## src/rtl/rgb_pixel_collector.sv

```systemverilog
// Assembles R,G,B beats from denoise into packed pixel words.
// Buffers words in a small FIFO; drops on overflow and keeps sticky error flags.
module rgb_pixel_collector #(
    parameter int COLOR_DEPTH = 8,
    parameter int FIFO_DEPTH  = 4,
    parameter int CNT_W       = 16
) (
    input  logic                     clk,
    input  logic                     rst_n,
    input  logic [COLOR_DEPTH-1:0]   pixel_in,
    input  logic                     valid_in,
    input  logic [1:0]               color_in,
    input  logic                     last_col_in,
    input  logic                     last_pic_in,
    output logic [3*COLOR_DEPTH-1:0] rgb_data,
    output logic                     rgb_valid,
    input  logic                     rgb_ready,
    output logic                     rgb_last_col,
    output logic                     rgb_last_pic,
    output logic                     seq_err,
    output logic                     ovf_err,
    input  logic                     err_clr,
    output logic [CNT_W-1:0]         pix_cnt
);

    localparam int AW = $clog2(FIFO_DEPTH);
    localparam int DW = 3 * COLOR_DEPTH;

    localparam logic [1:0] RED   = 2'd0;
    localparam logic [1:0] GREEN = 2'd1;
    localparam logic [1:0] BLUE  = 2'd2;

    typedef enum logic [1:0] {
        WAIT_R,
        WAIT_G,
        WAIT_B
    } state_t;

    state_t                 state;
    logic [COLOR_DEPTH-1:0] r_q;
    logic [COLOR_DEPTH-1:0] g_q;

    logic [DW-1:0]          mem_data [FIFO_DEPTH];
    logic [FIFO_DEPTH-1:0]  mem_col;
    logic [FIFO_DEPTH-1:0]  mem_pic;
    logic [AW:0]            wr_ptr;
    logic [AW:0]            rd_ptr;
    logic [AW-1:0]          wr_idx;
    logic [AW-1:0]          rd_idx;

    logic full;
    logic empty;
    logic pop;
    logic blue_done;
    logic push_ok;
    logic seq_set;

    assign wr_idx    = wr_ptr[AW-1:0];
    assign rd_idx    = rd_ptr[AW-1:0];
    assign empty     = (wr_ptr == rd_ptr);
    assign full      = (wr_ptr[AW] != rd_ptr[AW]) && (wr_idx == rd_idx);
    assign pop       = !empty && rgb_ready;
    assign blue_done = valid_in && (state == WAIT_B) && (color_in == BLUE);
    // A full FIFO still takes the word when the head leaves in the same cycle
    assign push_ok   = blue_done && (!full || pop);

    assign rgb_valid    = !empty;
    assign rgb_data     = mem_data[rd_idx];
    assign rgb_last_col = mem_col[rd_idx];
    assign rgb_last_pic = mem_pic[rd_idx];

    always_comb begin
        seq_set = 1'b0;
        if (valid_in) begin
            case (state)
                WAIT_R:  seq_set = (color_in != RED);
                WAIT_G:  seq_set = (color_in != GREEN);
                WAIT_B:  seq_set = (color_in != BLUE);
                default: seq_set = 1'b0;
            endcase
        end
    end

    always_ff @(posedge clk or negedge rst_n) begin
        if (!rst_n) begin
            state <= WAIT_R;
            r_q   <= '0;
            g_q   <= '0;
        end else if (valid_in) begin
            case (state)
                WAIT_R: begin
                    if (color_in == RED) begin
                        r_q   <= pixel_in;
                        state <= WAIT_G;
                    end
                end
                WAIT_G, WAIT_B: begin
                    // A stray RED restarts the pixel rather than discarding it
                    if (color_in == RED) begin
                        r_q   <= pixel_in;
                        state <= WAIT_G;
                    end else if (state == WAIT_G && color_in == GREEN) begin
                        g_q   <= pixel_in;
                        state <= WAIT_B;
                    end else begin
                        state <= WAIT_R;
                    end
                end
                default: state <= WAIT_R;
            endcase
        end
    end

    always_ff @(posedge clk or negedge rst_n) begin
        if (!rst_n) begin
            seq_err <= 1'b0;
            ovf_err <= 1'b0;
        end else begin
            seq_err <= seq_set | (seq_err & ~err_clr);
            ovf_err <= (blue_done & ~push_ok) | (ovf_err & ~err_clr);
        end
    end

    always_ff @(posedge clk or negedge rst_n) begin
        if (!rst_n) begin
            for (int i = 0; i < FIFO_DEPTH; i++) begin
                mem_data[i] <= '0;
            end
            mem_col <= '0;
            mem_pic <= '0;
            wr_ptr  <= '0;
            rd_ptr  <= '0;
            pix_cnt <= '0;
        end else begin
            if (push_ok) begin
                mem_data[wr_idx] <= {r_q, g_q, pixel_in};
                mem_col[wr_idx]  <= last_col_in;
                mem_pic[wr_idx]  <= last_pic_in;
                wr_ptr           <= wr_ptr + 1'b1;
                pix_cnt          <= last_pic_in ? '0 : pix_cnt + 1'b1;
            end
            if (pop) begin
                rd_ptr <= rd_ptr + 1'b1;
            end
        end
    end

endmodule

```

## config.mk

```make
export PLATFORM = sky130hd
export DESIGN_NAME = rgb_pixel_collector
export DESIGN_NICKNAME = d
export VERILOG_FILES = /design/src/rtl/rgb_pixel_collector.sv
export SDC_FILE = /design/constraint.sdc
export NUM_CORES = 1
export LEC_CHECK = 0
export ABC_AREA = 0
export CAP_MARGIN = 10
export CORE_MARGIN = 5
export CORE_UTILIZATION = 50
export DETAILED_ROUTE_END_ITERATION = 8
export HOLD_SLACK_MARGIN = 0.12
export PLACE_DENSITY = 0.73
export SLEW_MARGIN = 25
export SYNTH_ARGS = -nofsm -noshare
export SYNTH_HDL_FRONTEND = slang
export SYNTH_SLANG_ARGS = --single-unit
export TNS_END_PERCENT = 10
```

## constraint.sdc

```tcl
create_clock -name clk -period 1.9 [get_ports clk]
set_input_delay 0.57 -clock clk [delete_from_list [all_inputs] [get_ports clk]]
set_output_delay 0.57 -clock clk [all_outputs]
set_load 0.1 [all_outputs]
```

Word-level counts from Yosys, hierarchy flattened
Index checks and enable logic that the tools add are counted.
Word-level totals
  bits in writable memories: 0
  output and inout port bits: 45
  latch bits: 0
  register bits: 146
  memory bits (read-only): 0
  memories: 0
  word-level logic and storage cells: 83
Cells by class
  bitwise logic cells: 10
  shifts and indexed selects: 0
  multiply operators: 0
  div/mod/pow operators: 0
  equal/unequal tests: 10
  add/subtract/negate cells: 3
  order comparisons: 6
  reduce and logical (&&, ||, !) cells: 19
  mux-type cells: 21
Operators by type and width (count)
  96-bit bitwise mux: 1
  24-bit 2-to-1 mux: 3
  24-bit binary-select mux with 2-bit select: 1
  24-bit demux with 2-bit select: 1
  16-bit by 1-bit adder with 16-bit output, second input constant: 1
  16-bit 2-to-1 mux: 1
  4-bit bitwise mux: 2
  1-bit logical AND: 8
  3-bit by 1-bit adder with 3-bit output, second input constant: 2
  3-bit greater-or-equal comparator, second input constant: 2
  2-bit by 3-bit less-than comparator with 1-bit output, second input constant: 2
  2-bit 2-to-1 mux: 3
  2-bit inverter with 3-bit output: 2
  1-bit binary-select mux with 2-bit select: 2
  2-bit by 1-bit equality test with 1-bit output, second input constant: 2
  2-bit equality test, second input constant: 2
  2-bit zero test: 2
  1-bit 2-to-1 mux: 4
  2-bit inequality test, second input constant: 2
  2-bit case mux with 2 select lines: 1
  4-bit AND reduction: 1
  1-bit bitwise AND: 3
  3-bit equality test: 1
  3-bit by 1-bit less-than comparator with 1-bit output, second input constant: 1
  other kinds (15): 19

Depth between registers and ports, before layout
  depth in word-level cells: 8
  gate-level depth with buffers: 8
  gate-level depth less buffers: 6

Worst setup path before layout
No wires, ideal clock.
  kind: register to register
  start point: register pix_cnt[4]
  end point: register pix_cnt[14]
  setup time: 0.071 ns
  path slack: -0.644 ns
  clock period less this slack: 2.544 ns
  data arrival time: 2.474 ns
  path buffers: 1
  required time: 1.829 ns
  stages on the path, launching flop included: 6
  path through: dfrtp_1 > buf_2 > nand4_1 > or4_1 > or4_1 > nand3_1
Between the ends
  word-level cells in the longest chain between the ends: 2
Ends and longest elaborated chain
  from (decl): RTL line 23  | output logic [CNT_W-1:0] pix_cnt
  from (signal assigned): RTL line 140  | pix_cnt <= last_pic_in ? '0 : pix_cnt + 1'b1;
  16-bit by 1-bit adder with 16-bit output: RTL line 140
  16-bit 2-to-1 mux: RTL line 140
Every way passes these cells.
A chain may end at the register's enable or synchronous reset.

Final worst setup path
  start point: register rd_ptr[0]
  end point: output rgb_data[20]
Between the ends
  word-level cells in the longest chain between the ends: 4
Ends and longest elaborated chain
  from (decl): RTL line 47  | logic [AW:0] rd_ptr;
  from (signal assigned): RTL line 143  | rd_ptr <= rd_ptr + 1'b1;
  2-bit inverter with 3-bit output (not written as such): RTL line 68  | assign rgb_data = mem_data[rd_idx];
  24-bit binary-select mux with 2-bit select: RTL line 68
  24-bit 2-to-1 mux (not written as such) (2 in series): RTL line 68
  to (decl): RTL line 15  | output logic [3*COLOR_DEPTH-1:0] rgb_data,
Every way passes these cells. The select of a mux whose other input is x is not followed.

==> results.json <==
{
  "slew_violations": 0,
  "start_kind": "flop",
  "drt_wl_total_um": 15600,
  "worstSetupPathType": "flop to output pin",
  "io_pins": 62,
  "finalHoldViolCount": 0,
  "clk_pin_slew_worst_paths_ns": 0.06,
  "rows": 43,
  "ys_seq_area_frac": 0.523,
  "setup_violations": 28,
  "dp_hpwl_um": 10400,
  "critPathMaxFanout": 12,
  "hold_ws_ns": 0.497,
  "fin_crit_sh": 1.26,
  "drive_gt1_frac": 0.533,
  "syn_inst": 449,
  "synth_area_leaders": "dfrtp_1 (52%), mux2_4 (17%), mux4_2 (8.4%), mux2_2 (6.8%), ha_1 (1.8%)",
  "placed_area_mm2": 0.00874,
  "antenna_found_initial": 0,
  "syn_avg_cell_area_um2": 15.5,
  "rsz0062_at_grt": "true",
  "nets": 586,
  "numCtsBuffers": 17,
  "viasPerCell": 5.69,
  "instances_no_fill": 752,
  "cts_tree": "done",
  "fmax_ghz": 0.417,
  "worst_slack_ns": -0.496,
  "fin_crit_ns": 2.40,
  "wl_per_cell_um": 20.8,
  "drt-initial-drc-count": 250,
  "fp.dieArea_mm2": 0.0164,
  "crit_arrival_ns": 1.83,
  "grt_max_degree": 44,
  "syn_nets": 476,
  "dieHeight_um": 128,
  "clock-sinks": 146,
  "grt_pass1_wl_um": 25900,
  "drt_first_pass_iters": 5,
  "track_usage": 0.204,
  "tightest_slew_ns": 0.470,
  "clock_skew_ns": 0.00920,
  "die_x_um": 128,
  "p_leak_nw": 4.57,
  "start_util": 0.507,
  "synth_top_area_cell": "dfrtp_1",
  "irDropWorstVdd_uv": 658,
  "synth_top_area_share": 0.523,
  "gp_congestion": 0.818,
  "hold_path_class": "flop to flop",
  "synth.distinct_cells": 46,
  "postRouteAntennaNets": 0,
  "grt_pass1_vias": 4741,
  "num_vias": 4277,
  "postLayoutCoreUtil": 0.684,
  "stdcell_area_mm2": 0.00942,
  "slew_headroom": 0.686,
  "syn_to_final_growth_pct": 35.0,
  "gr-total-overflow": 0,
  "port_buffers": 61,
  "clock_latency_ns": 0.42,
  "antenna_cells": 0,
  "violations": "setup timing",
  "core_area_mm2": 0.0138,
  "yosysWarnings": 0,
  "status": "finished, violations left",
  "drc": 0,
  "worstSetupEndpointType": "output pin",
  "syn_area_mm2": 0.00698,
  "dp.cells": 718,
  "maxCapViolCount": 0,
  "cts.path.max_buffers": 2,
  "p_per_area_mw_per_mm2": 1040,
  "htreeDepth": 4,
  "clock_tree.root_cell": "clkbuf_16",
  "ys_seq_elements": 146,
  "worstPathRequired_ns": 1.33
}
Yosys cell counts (all sizes together):
cell and number:
a211o 1, a21oi 4, a31oi 3, a41o 1
a41oi 2, and2 1, and3 2, and4 2
buf 17, clkbuf 4, dfrtp 146, ha 10
inv 10, mux2 121, mux4 26, nand2 19
nand2b 4, nand3 10, nand3b 3, nand4 6
nand4b 1, nor2 4, nor2b 2, nor3 1
nor3b 3, nor4 2, nor4b 1, o21a 1
o21ai 18, o22ai 2, o31ai 6, o41a 1
o41ai 2, or3 1, or4 5, xnor2 6
xor2 1
timing repair:
item                                   4_1_cts  5_1_grt
endpoints found under the hold margin       37        0
gates resized for setup                      7       11
setup buffers                                1        0
pin swaps                                    2        2
setup endpoints to repair                  139      144
hold buffers                                 1        0
area by class of cell:
type	count	area (µm²)
tap	180	225
clock inverter	14	176
multi-input combinational	272	3210
fill	919	4350
sequential	146	3690
inverter	10	37.5
clock buffer	18	439
timing repair buffer	112	1640
metal layers:
| metal | up-vias | GRT usage | wire, µm |
|---|---|---|---|
| met5 | - | 0 | 0 |
| met4 | 0 | 0.0587 | 215 |
| met3 | 16 | 0.0525 | 612 |
| met2 | 100 | 0.352 | 8310 |
| met1 | 2261 | 0.256 | 6470 |
| li1 | 1900 | - | - |
power breakdown:
part / internal [mW] / switching (mW) / total [mW]
clock network: 2.12 / 1.35 / 3.47
registers: 3.40 / 0.334 / 3.73
logic: 1.22 / 1.40 / 2.63
total: 6.74 / 3.09 / 9.82
stage by stage:
stage	total power [mW]	setup WS [ns]	setup TNS, ns
floorplan	5.39	-0.388	-16.26
global placement	6.28	-0.415	-50.92
detailed placement	6.37	-0.499	-59.30
CTS	9.87	-0.509	-13.31
global route	10.2	-0.543	-19.34
finish	9.82	-0.496	-12.46
placed cells by master (no fill, tap or decap), drive strengths merged, types with 5 or more instances in the layout:
| cell | count |
|---|---|
| o31ai | 6 |
| xnor2 | 6 |
| or4 | 5 |
| o21ai | 18 |
| mux4 | 26 |
| nand2 | 19 |
| buf | 96 |
| mux2 | 121 |
| clkinv | 5 |
| nand4 | 6 |
| nand3 | 10 |
| clkbuf | 18 |
| dfrtp | 146 |
| ha | 10 |
| inv | 14 |
| clkdlybuf4s50 | 12 |
worst max-delay path: stages (launching register included):
cell and delay, ns:
dfrtp_2 0.44, buf_12 0.19, mux4_2 0.58, buf_12 0.20
worst paths after layout:
check                                       from                        to  slack, ns  cells after the start
max                        rd_ptr[0]$_DFFE_PN0P_              rgb_data[20]      -0.50                      3
min                        rd_ptr[2]$_DFFE_PN0P_     rd_ptr[2]$_DFFE_PN0P_       0.50                      1
max reg2reg                 state[0]$_DFFE_PN0P_    pix_cnt[3]$_DFFE_PN0P_      -0.01                      8
min reg2reg                rd_ptr[2]$_DFFE_PN0P_     rd_ptr[2]$_DFFE_PN0P_       0.50                      1
max in group asynchronous                  rst_n        g_q[1]$_DFFE_PN0P_       0.69                      3
min in group asynchronous                  rst_n  mem_data[30]$_DFFE_PN0P_       0.66                      2
cell families after synthesis:
kind of cell | after synthesis | share of synthesized area
XOR/XNOR | 7 | 0.0109
multiplexers | 147 | 0.322
flip-flops | 146 | 0.523
buffers and inverters | 31 | 0.0278
AND/OR/NAND/NOR | 67 | 0.0586
AO/OA/AOI/OAI | 41 | 0.0398
adder cells (fa/ha/maj) | 10 | 0.0179
flip-flops by register name (all words and copies together) (netlist names):
| signal | count |
|---|---|
| seq_err | 1 |
| mem_pic | 4 |
| rd_ptr | 3 |
| ovf_err | 1 |
| mem_data | 96 |
| r_q | 8 |
| g_q | 8 |
| wr_ptr | 3 |
| mem_col | 4 |
| state | 2 |
| pix_cnt | 16 |
Power figures use the tool's default switching activity.
==> variant: new RTL, same settings <==
The parameter `FIFO_DEPTH` goes from 4 to 2.
--- a/src/rtl/rgb_pixel_collector.sv
+++ b/src/rtl/rgb_pixel_collector.sv
@@ -3,5 +3,5 @@
 module rgb_pixel_collector #(
     parameter int COLOR_DEPTH = 8,
-    parameter int FIFO_DEPTH  = 4,
+    parameter int FIFO_DEPTH  = 2,
     parameter int CNT_W       = 16
 ) (
Formal check against the unedited RTL: not equivalent (Yosys sat finds a counterexample within 10 cycles, from zero or initial values and one cycle with rst_n low).
==> variant against the original RTL <==
The run still ends with setup timing left; via count shrank 33%; setup slack improved by 0.26 ns; sequential power shrank 36%; critical path depth did not move; register-to-register slack better by 0.09 ns; final area shrank 35%; area after synthesis shrank 37%; clock power down 58%; routed wire length fell by 40%; power shrank 40%; combinational power down 24%; sequential cell count decreased by 54; largest power group unchanged; highest routed layer unchanged.
==> variant: results (changes against the original RTL) <==
- Pin count of the biggest net entering global routing: 38 (was 44)
- FILL cells: 562 (was 919)
- Placer congestion estimate: 0.808 (was 0.818)
- Clock tree sinks: 92 (was 146)
- Max FO, Critical Path: 11 (was 12)
- Drt via density: 5.55 (was 5.69)
- Setup-failing EPs final: 27 (was 28)
- Leakage: 2.93 nW (was 4.57 nW)
- Setup WS post-layout: -0.234 ns (was -0.496 ns)
- Status: finished with violations (unchanged)
- Routed WL: 9330 um (was 15600 um)
- Violations in the final reports: setup timing (unchanged)
- Pre-CTS setup slack: -0.411 ns (was -0.499 ns)
- Sequential share of cell area: 37.9% (was 39.2%)
- Metal3 WL: 296 um (was 612 um)
- Worst VDD drop: 0.546 mV (was 0.658 mV)
- Critical-path top delay cell: dfrtp_2 (was mux4_2)
- Clock Skew: 0.0110 ns (was 0.00920 ns)
- Commonest cells in the netlist: dfrtp_1, mux2_2, mux2_4 (was dfrtp_1, mux2_4, mux2_2)
- H-tree levels: 3 (was 4)
- Slew HR: 74.3% (was 68.6%)
- CLK BUF: 10 (was 18)
- Skew-Pair Late Insertion Delay: 0.35 ns (was 0.42 ns)
- Area share of buffers outside the clock network: 22.0% (was 17.4%)
- Seq/Total Area, Yosys: 52.7% (was 52.3%)
- Fraction of layout instances using a drive strength above 1: 46.5% (was 53.3%)
- Signal buffers: 86 (was 112)
- GRT met3 Usage: 3.23% (was 5.25%)
- CP delay by family, top: flip-flops (was multiplexers)
- Synth cell types: 45 (was 46)
- Syn Std Cell Area: 4370 um^2 (was 6980 um^2)
- Net Sw Power: 2.01 mW (was 3.09 mW)
- Met2 Track Usage GR: 28.9% (was 35.2%)
- DP Cell Count: 499 (was 718)
- Clock-cell share: 3.66% (was 6.53%)
variant: changes by cell type in the layout (fill, tap and decap cells not counted), moves of 9 or more:
| cell | change |
|---|---|
| buf_12 | -10 |
| buf_4 | -15 |
| clkbuf_16 | -16 |
| dfrtp_1 | -48 |
| mux2_4 | -38 |
| mux4_2 | -26 |
| o21ai_0 | -9 |
variant: power by group through the flow:
stage | clock network [mW] | registers, mW | logic [mW]
finish | 1.46 | 2.40 | 2.00
global route | 1.58 | 2.43 | 2.10
CTS | 1.50 | 2.39 | 1.95
detailed placement | 0 | 2.42 | 1.92
global placement | 0 | 2.40 | 1.89
floorplan | 0 | 2.45 | 1.20
variant: path summary, 6_finish.rpt:
check,cells past startpoint,slack [ns],from,endpoint
setup reg to reg,5,0.08,rd_ptr[0],pix_cnt[6]
hold / removal,1,0.50,mem_data[44],mem_data[44]
hold reg to reg,1,0.50,mem_data[44],mem_data[44]
min in group asynchronous,2,0.66,rst_n,pix_cnt[11]
max in group asynchronous,3,0.68,rst_n,mem_data[7]
setup / recovery,3,-0.23,rd_ptr[0],rgb_data[1]
variant: what timing repair did:
| item | CTS | global route |
|---|---|---|
| cloned | 0 | 1 |
| endpoints found under the setup margin | 30 | 66 |
| hold buffers | 1 | 0 |
| endpoints found under the hold margin | 21 | 0 |
| pin swaps | 1 | 1 |
| resized for setup | 6 | 12 |
variant: cell families (layout without fill, tap and decap cells):
logic type	count (synthesis)	count (layout)	share of synthesized area, %
XOR/XNOR	6	6	1.37
flip-flops	92	92	52.7
AND/OR/NAND/NOR	78	78	10.6
adder cells (fa/ha/maj)	5	5	1.43
AO/OA/AOI/OAI	27	27	5.27
buffers and inverters	20	107	2.86
multiplexers	94	94	25.8
